**src/rtl/mul_pkg.sv**
```systemverilog
// Shared definitions for the sequential shift-free multiplier controller:
// state encoding, default widths and the cycle-counter width.
package mul_pkg;

  localparam int CNT_W_DEF = 16;
  localparam int DW_DEF    = 16;
  localparam int CYC_W     = 16;

  typedef enum logic [2:0] {
    IDLE   = 3'd0,
    LOAD_A = 3'd1,
    LOAD_B = 3'd2,
    ADD    = 3'd3,
    DONE   = 3'd4
  } mul_state_e;

endpackage

```
**src/rtl/mul_dcnt.sv**
```systemverilog
// Loadable down-counter holding the remaining multiplier count.
// Decrement stops at zero so the count can never wrap.
module mul_dcnt
  import mul_pkg::*;
#(
  parameter int CNT_W = CNT_W_DEF
) (
  input  logic             clk,
  input  logic             clr,
  input  logic             ld,
  input  logic             dec,
  input  logic [CNT_W-1:0] din,
  output logic [CNT_W-1:0] dout,
  output logic             eqz
);

  logic [CNT_W-1:0] cnt_q;
  logic [CNT_W-1:0] cnt_d;

  // Next count: load wins over decrement, decrement holds at zero.
  always_comb begin
    cnt_d = cnt_q;
    if (ld) begin
      cnt_d = din;
    end else if (dec && !eqz) begin
      cnt_d = cnt_q - 1'b1;
    end
  end

  // Count register, cleared by the synchronous reset.
  always_ff @(posedge clk) begin
    if (clr) begin
      cnt_q <= '0;
    end else begin
      cnt_q <= cnt_d;
    end
  end

  assign dout = cnt_q;
  assign eqz  = (cnt_q == '0);

endmodule

```
**src/rtl/mul_seq_ctrl.sv**
```systemverilog
// Controller for a repeated-addition multiplier: loads A, clears P,
// then strobes P <= P + A once per count of B. All outputs are Moore.
// Optional feature: define MUL_CYCLE_CNT_EN to add the cyc_cnt output,
// a saturating count of the add cycles of the last multiply.
module mul_seq_ctrl
  import mul_pkg::*;
#(
  parameter int CNT_W = CNT_W_DEF,
  parameter int DW    = DW_DEF
) (
  input  logic             clk,
  input  logic             clr,
  input  logic             start,
  input  logic [DW-1:0]    data_in,
  output logic             ldA,
  output logic             clrP,
  output logic             ldP,
  output logic             busy,
  output logic             done,
  output logic [CNT_W-1:0] b_cnt
`ifdef MUL_CYCLE_CNT_EN
  ,
  output logic [CYC_W-1:0] cyc_cnt
`endif
);

  mul_state_e state_q;
  mul_state_e state_d;
  logic       cnt_ld;
  logic       cnt_dec;
  logic       cnt_eqz;

  mul_dcnt #(
    .CNT_W(CNT_W)
  ) u_dcnt (
    .clk  (clk),
    .clr  (clr),
    .ld   (cnt_ld),
    .dec  (cnt_dec),
    .din  (data_in[CNT_W-1:0]),
    .dout (b_cnt),
    .eqz  (cnt_eqz)
  );

  // State register; reset takes priority over any pending start.
  always_ff @(posedge clk) begin
    if (clr) begin
      state_q <= IDLE;
    end else begin
      state_q <= state_d;
    end
  end

  // Next state and Moore strobes decoded from the registered state and count.
  always_comb begin
    state_d = state_q;
    ldA     = 1'b0;
    clrP    = 1'b0;
    ldP     = 1'b0;
    busy    = 1'b0;
    done    = 1'b0;
    cnt_ld  = 1'b0;
    cnt_dec = 1'b0;
    case (state_q)
      IDLE: begin
        if (start) begin
          state_d = LOAD_A;
        end
      end
      LOAD_A: begin
        busy    = 1'b1;
        ldA     = 1'b1;
        state_d = LOAD_B;
      end
      LOAD_B: begin
        busy    = 1'b1;
        clrP    = 1'b1;
        cnt_ld  = 1'b1;
        state_d = ADD;
      end
      ADD: begin
        busy = 1'b1;
        if (cnt_eqz) begin
          state_d = DONE;
        end else begin
          ldP     = 1'b1;
          cnt_dec = 1'b1;
        end
      end
      DONE: begin
        done = 1'b1;
        // Level handshake: a held start keeps us here instead of retriggering.
        if (!start) begin
          state_d = IDLE;
        end
      end
      default: begin
        state_d = IDLE;
      end
    endcase
  end

`ifdef MUL_CYCLE_CNT_EN
  logic [CYC_W-1:0] cyc_q;
  logic [CYC_W-1:0] cyc_d;

  // Add-cycle counter: cleared on a new operand load, counts strobed adds, saturates.
  always_comb begin
    cyc_d = cyc_q;
    if (state_q == LOAD_A) begin
      cyc_d = '0;
    end else if ((state_q == ADD) && !cnt_eqz && (cyc_q != {CYC_W{1'b1}})) begin
      cyc_d = cyc_q + 1'b1;
    end
  end

  // Add-cycle counter register.
  always_ff @(posedge clk) begin
    if (clr) begin
      cyc_q <= '0;
    end else begin
      cyc_q <= cyc_d;
    end
  end

  assign cyc_cnt = cyc_q;
`endif

endmodule

```
**config.mk**
```make
export PLATFORM = sky130hd
export DESIGN_NAME = mul_seq_ctrl
export DESIGN_NICKNAME = d
export VERILOG_FILES = /design/src/rtl/mul_pkg.sv /design/src/rtl/mul_dcnt.sv /design/src/rtl/mul_seq_ctrl.sv
export SDC_FILE = /design/constraint.sdc
export NUM_CORES = 1
export LEC_CHECK = 0
export ABC_AREA = 1
export CELL_PAD_IN_SITES_DETAIL_PLACEMENT = 0
export CELL_PAD_IN_SITES_GLOBAL_PLACEMENT = 1
export CORE_MARGIN = 4
export CORE_UTILIZATION = 33
export DETAILED_ROUTE_END_ITERATION = 10
export GPL_TIMING_DRIVEN = 1
export MAX_ROUTING_LAYER = met4
export PLACE_DENSITY = 0.87
export SYNTH_ARGS = -nofsm -noshare
export SYNTH_HDL_FRONTEND = slang
export SYNTH_SLANG_ARGS = --single-unit
```
**constraint.sdc**
```tcl
create_clock -name clk -period 3.4 [get_ports clk]
set_clock_uncertainty 0.15 [all_clocks]
set_input_delay 0.51 -clock clk [delete_from_list [all_inputs] [get_ports clk]]
set_output_delay 0.51 -clock clk [all_outputs]
set_load 0.01 [all_outputs]
```
==> results.ini, run 1 <==
[outcome]
status = finished, final reports clean

[sta]
fmax_ghz = 0.375
finalHoldViolations = 0
slew-limit-headroom = 0.659
setup_tns_ns = 0
max_slew.worst_pin.slew_ns = 0.511
fin_crit_sh = 0.784
drv_slew = 0
finalSetupViolations = 0
finalCriticalPeriod_ns = 2.67
rsz0062_at_grt = no

[die]
num_rows = 23
die_w_um = 72.3
start_util = 0.341
ios = 40
die_y_um = 72.3
die-area_mm2 = 0.00523
coreArea_mm2 = 0.00400

[setup_path]
cp.required_ns = 2.74
rr_worst_depth = 10
slowest_delay_ns = 0.53
cp.buffers_inverters = 3
crit_path_end_kind = primary output
cp.depth = 8
slowest_stage = clkdlybuf4s50_1
cp_cell_sequence = inv_1 > ha_1 > nand2_2 > nor2_4 > nand2_2 > nand2_4 > inv_1 > clkdlybuf4s50_1
cp_top_family = buffers and inverters
cp-start-kind = flip-flop
worst-path-max-fanout = 8
crit_type = reg2out
arrival_ns = 2.01

[detailed_routing]
wire_per_inst_um = 11.4
drtAntennaViolNets = 0
wl_mm = 3.71
drtIter0Drc = 54
drc = 0
vias_per_cell = 4.63
vias = 1508
dr.pass1.iters = 4

[global_route]
grt_pass1_wl_mm = 6.11
antenna_found_initial = 0
grt_pass1_vias = 1299
gr-usage-all-layers = 0.153
grt_max_degree = 26
grt.overflow.total = 0

[cts]
cts.sink_count = 19
post_cts.repair.setup_buffers = 0
insertion_delay_ns = 0.27
htree_levels = 1
cts_tree = done
max-clock-path-buffers = 2
path_clk_slew_ns = 0.08
cts-resized-gates = 0
cts_root_buf = clkbuf_8
cts-buffers-inserted = 3
hold_buffers = 0

[layout]
fin_nets = 297
diodes = 0
area_delta_synth_final_pct = 34.0
final_cell_mix = nand2_1, nor2_1, clkdlybuf4s50_1, inv_1, nand3_1
nFillCells = 453
finalNonFillerCells = 326
drive_gt1_frac = 0.0688
final_common_cell = nand2_1

[synthesis]
synth_top_family_by_area = simple AND/OR/NAND/NOR gates
syn-instance-count = 238
yosys_warnings = 0
synth.net_count = 258
synth-seq-area-share = 0.279
synthXorXnorAreaFrac = 0
yosys.area_share.adder = 0.00917
syn_area_mm2 = 0.00136
synth_compound_area_frac = 0.118
syn_avg_cell_area_um2 = 5.73
ys_seq_elements = 19
synth-simple-area-share = 0.492
synth_cell_types = 21
synthMuxAreaShare = 0

[run]
drv_cap = 0

[placed_design]
dp_hpwl_mm = 2.73
io_buffers = 39
gp_congestion = 0.807
dp_cells = 322

[worst_hold_path]
holdPathStages = 2
hp-class = reg2reg

[pwr]
power-per-cell-area_mw_per_mm2 = 895
ir_worst_vdd_uv = 278
leakagePower_nw = 0.856

-- layout make-up --
class	instances	area (µm²)	share of cell area
Clock buffer	4	45.0	0.0246
Sequential cell	19	380	0.208
Timing Repair Buffer	40	398	0.218
Tap cell	50	62.6	0.0342
Inverter	26	97.6	0.0534
Multi-Input combinational cell	187	845	0.462
-- where the power goes --
| part | switching [mW] | internal [mW] | leakage (nW) | total [mW] |
|---|---|---|---|---|
| Sequential | 0.0962 | 0.291 | 0.156 | 0.387 |
| Clock | 0.0835 | 0.0837 | 0.0228 | 0.167 |
| Combinational | 0.630 | 0.451 | 0.677 | 1.08 |
| Total | 0.809 | 0.826 | 0.856 | 1.64 |
-- path summary, 6_finish.rpt --
check,from,to,slack [ns]
min reg2reg,u_dcnt.dout[6],u_dcnt.dout[6],0.41
max reg2reg,u_dcnt.dout[0],u_dcnt.dout[8],1.46
max,u_dcnt.dout[0],ldP,0.73
min,u_dcnt.dout[6],u_dcnt.dout[6],0.41
-- stage by stage --
step	total power [mW]	setup slack [ns]	util	hold slack [ns]	instance area [µm²]
finish	1.64	0.733	0.457	0.407	1830
global route	1.82	0.626	0.457	0.437	1830
CTS	1.65	0.732	0.457	0.414	1830
detailed placement	1.48	1.03	0.446	0.400	1780
global placement	1.48	1.08	0.446	0.386	1780
floorplan	1.17	1.56	-	0.391	1360
-- layer usage --
metal  wire, µm  part of all wire  global-route usage
met1       1840              0.50               0.201
met2       1640              0.44               0.235
met3        168             0.045              0.0263
met4         61             0.016              0.0564
met5          0                 0                   -
-- sequential cells by signal, summed over array words and instances (netlist names) --
signal       count
u_dcnt.dout     16
state_q          3
-- kinds of logic after synthesis --
kind of cell,Yosys count
flops,19
compound gates,31
simple gates,155
buf+inv,32
fa+ha+maj,1
-- worst reg2reg max path, delay by kind of cell (launching register included) --
kind,cells,cell delay (ns)
AND/OR/NAND/NOR,7,0.75
flip-flops,1,0.40
buffers and inverters,2,0.28
adder cells (fa/ha/maj),1,0.26
-- synth_stat cells --
cell      count  area (µm²)
a21oi_1      10        50.1
a21oi_2       1        8.76
buf_2         3        15.0
buf_6         2        22.5
clkbuf_1      1        3.75
dfxtp_1      19         380
ha_1          1        12.5
inv_1        25        93.8
inv_2         1        3.75
nand2_1      66         248
nand2_2       4        25.0
nand2_4       2        22.5
nand3_1      24         120
nor2_1       51         191
nor2_2        2        12.5
nor2_4        3        33.8
nor3_1        1        5.00
o21ai_0       9        45.0
o21ai_1      10        50.1
o21bai_1      1        7.51
or2_2         2        12.5
(Power assumes the default switching activity.)
==> run 2, diff against run 1 <==
--- a/config.mk
+++ b/config.mk
@@ -9,11 +9,11 @@
 export CELL_PAD_IN_SITES_DETAIL_PLACEMENT = 0
 export CELL_PAD_IN_SITES_GLOBAL_PLACEMENT = 1
 export CORE_MARGIN = 4
-export CORE_UTILIZATION = 33
+export CORE_UTILIZATION = 28
 export DETAILED_ROUTE_END_ITERATION = 10
 export GPL_TIMING_DRIVEN = 1
 export MAX_ROUTING_LAYER = met4
-export PLACE_DENSITY = 0.87
+export PLACE_DENSITY = 0.79
 export SYNTH_ARGS = -nofsm -noshare
 export SYNTH_HDL_FRONTEND = slang
 export SYNTH_SLANG_ARGS = --single-unit
==> constraint.sdc (replaced) <==
create_clock -name clk -period 2.4 [get_ports clk]
set_clock_uncertainty 0.15 [all_clocks]
set_input_delay 0.36 -clock clk [delete_from_list [all_inputs] [get_ports clk]]
set_output_delay 0.36 -clock clk [all_outputs]
set_load 0.01 [all_outputs]
==> run 2 against run 1 <==
Net effect: final cell count is 6.4% higher; setup slack worse by 0.55 ns; design area is 2.9% higher; combinational power is 48% higher; largest power group unchanged.
==> results.ini, run 2 (synthesized netlist as in run 1, its figures left out) <==
[outcome]
status = finished, final reports clean  ; unchanged

[cts]
path_clk_slew_ns = 0.08  ; about the same
hold_buffers = 0  ; unchanged
cts-resized-gates = 2  ; was 0
cts-buffers-inserted = 3  ; unchanged
insertion_delay_ns = 0.26  ; was 0.27 ns
htree_levels = 1  ; unchanged
cts.sink_count = 19  ; unchanged
max-clock-path-buffers = 2  ; unchanged
cts_root_buf = clkbuf_8  ; unchanged
cts_tree = done  ; unchanged
post_cts.repair.setup_buffers = 0  ; unchanged

[die]
num_rows = 25  ; was 23
start_util = 0.289  ; was 0.341
die-area_mm2 = 0.00605  ; was 0.00523 mm²
die_y_um = 77.8  ; was 72.3 µm
coreArea_mm2 = 0.00472  ; was 0.00400 mm²
ios = 40  ; unchanged
die_w_um = 77.8  ; was 72.3 µm

[global_route]
antenna_found_initial = 0  ; unchanged
grt_pass1_wl_mm = 6.65  ; was 6.11 mm
grt.overflow.total = 0  ; unchanged
gr-usage-all-layers = 0.140  ; was 0.153
grt_max_degree = 24  ; was 26
grt_pass1_vias = 1457  ; was 1299

[pwr]
ir_worst_vdd_uv = 339  ; was 278 µV
leakagePower_nw = 0.883  ; was 0.856 nW
power-per-cell-area_mw_per_mm2 = 1260  ; was 895 mW/mm²

[setup_path]
worst-path-max-fanout = 4  ; was 8
crit_path_end_kind = primary output  ; unchanged
cp_top_family = buffers and inverters  ; unchanged
crit_type = reg2out  ; unchanged
cp.buffers_inverters = 3  ; unchanged
slowest_stage = clkdlybuf4s50_1  ; unchanged
cp.required_ns = 1.89  ; was 2.74 ns
slowest_delay_ns = 0.53  ; about the same
cp-start-kind = flip-flop  ; unchanged
cp_cell_sequence = inv_1 > nand2_1 > nor2_1 > inv_1 > nand2_1 > clkdlybuf4s50_1  ; was inv_1 > ha_1 > nand2_2 > nor2_4 > nand2_2 > nand2_4 > inv_1 > clkdlybuf4s50_1
arrival_ns = 1.71  ; was 2.01 ns

[sta]
setup_tns_ns = 0  ; unchanged
slew-limit-headroom = 0.645  ; was 0.659
rsz0062_at_grt = no  ; unchanged
finalSetupViolations = 0  ; unchanged
finalHoldViolations = 0  ; unchanged
finalCriticalPeriod_ns = 2.22
holdWs_ns = 0.401  ; was 0.407 ns
max_slew.worst_pin.slew_ns = 0.531  ; was 0.511 ns
drv_slew = 0  ; unchanged
fmax_ghz = 0.450
fin_crit_sh = 0.926

[detailed_routing]
wire_per_inst_um = 11.6  ; was 11.4 µm
drtIter0Drc = 81  ; was 54
vias = 1538  ; was 1508
drtAntennaViolNets = 0  ; unchanged
wl_mm = 4.01  ; was 3.71 mm
dr.pass1.iters = 4  ; unchanged
drc = 0  ; unchanged
vias_per_cell = 4.43  ; was 4.63

[layout]
final_common_cell = nand2_1  ; unchanged
largest_reg_flops = 16  ; unchanged
diodes = 0  ; unchanged
final_cell_mix = nand2_1, nor2_1, clkdlybuf4s50_1, inv_1, nand3_1  ; unchanged
fin_nets = 301  ; was 297
finalNonFillerCells = 347  ; was 326
fin_area_mm2 = 0.00188  ; was 0.00183 mm²
area_delta_synth_final_pct = 37.9  ; was 34.0%
nFillCells = 515  ; was 453
drive_gt1_frac = 0.0893  ; was 0.0688

[placed_design]
dp_cells = 343  ; was 322
dp_hpwl_mm = 2.99  ; was 2.73 mm
dpl_cell_area_mm2 = 0.00183  ; was 0.00178 mm²
gp_congestion = 0.895  ; was 0.807
io_buffers = 39  ; unchanged

[run]
drv_cap = 0  ; unchanged

[worst_hold_path]
hp-class = reg2reg  ; unchanged

==> run 2: power by group <==
part	leakage, nW	switching, mW	internal (mW)
clock network	0.0255	0.119	0.116
logic	0.701	0.941	0.660
registers	0.156	0.119	0.413
==> run 2: cell type report <==
class / instances / area (µm²) / area share
flip-flops and latches: 19 / 382 / 0.203
inverters: 26 / 97.6 / 0.0519
multi-input cells: 187 / 845 / 0.449
repair buffers: 44 / 427 / 0.227
clock inverters: 1 / 5.00 / 0.00266
clock buffers: 3 / 41.3 / 0.0220
well taps: 67 / 83.8 / 0.0446
==> run 2: final timing paths <==
kind	end	slack [ns]	start	depth (start not counted)
worst max-delay path	busy	0.18	state_q[2]	6
worst min-delay path	u_dcnt.dout[0]	0.40	u_dcnt.dout[0]	2
worst max register to register	u_dcnt.dout[8]	0.42	u_dcnt.dout[0]	11
worst min register to register	u_dcnt.dout[0]	0.40	u_dcnt.dout[0]	2
==> run 2: through the flow <==
stage / power [mW] / setup WS (ns) / utilization
3_3_place_gp: 2.14 / 0.264 / 0.388
2_1_floorplan: 1.65 / 0.698 / -
4_1_cts: 2.39 / 0.167 / 0.398
3_5_place_dp: 2.15 / 0.238 / 0.388
5_1_grt: 2.63 / 0.0457 / 0.398
6_report: 2.37 / 0.179 / 0.398
==> run 2: worst register-to-register path, delay by kind of cell (launching register included) <==
| family | cells | cell delay (ns) |
|---|---|---|
| DFF | 1 | 0.34 |
| buffers and inverters | 3 | 0.49 |
| and+or+nand+nor | 7 | 0.69 |
| adders and majority gates | 1 | 0.24 |
==> run 2: metal layers <==
layer  track usage  up-vias  wire (µm)
li1              -      826          -
met1         0.182      671       2010
met2         0.217       34       1750
met3        0.0232        7        158
met4        0.0552        0         88
met5             -        -          0
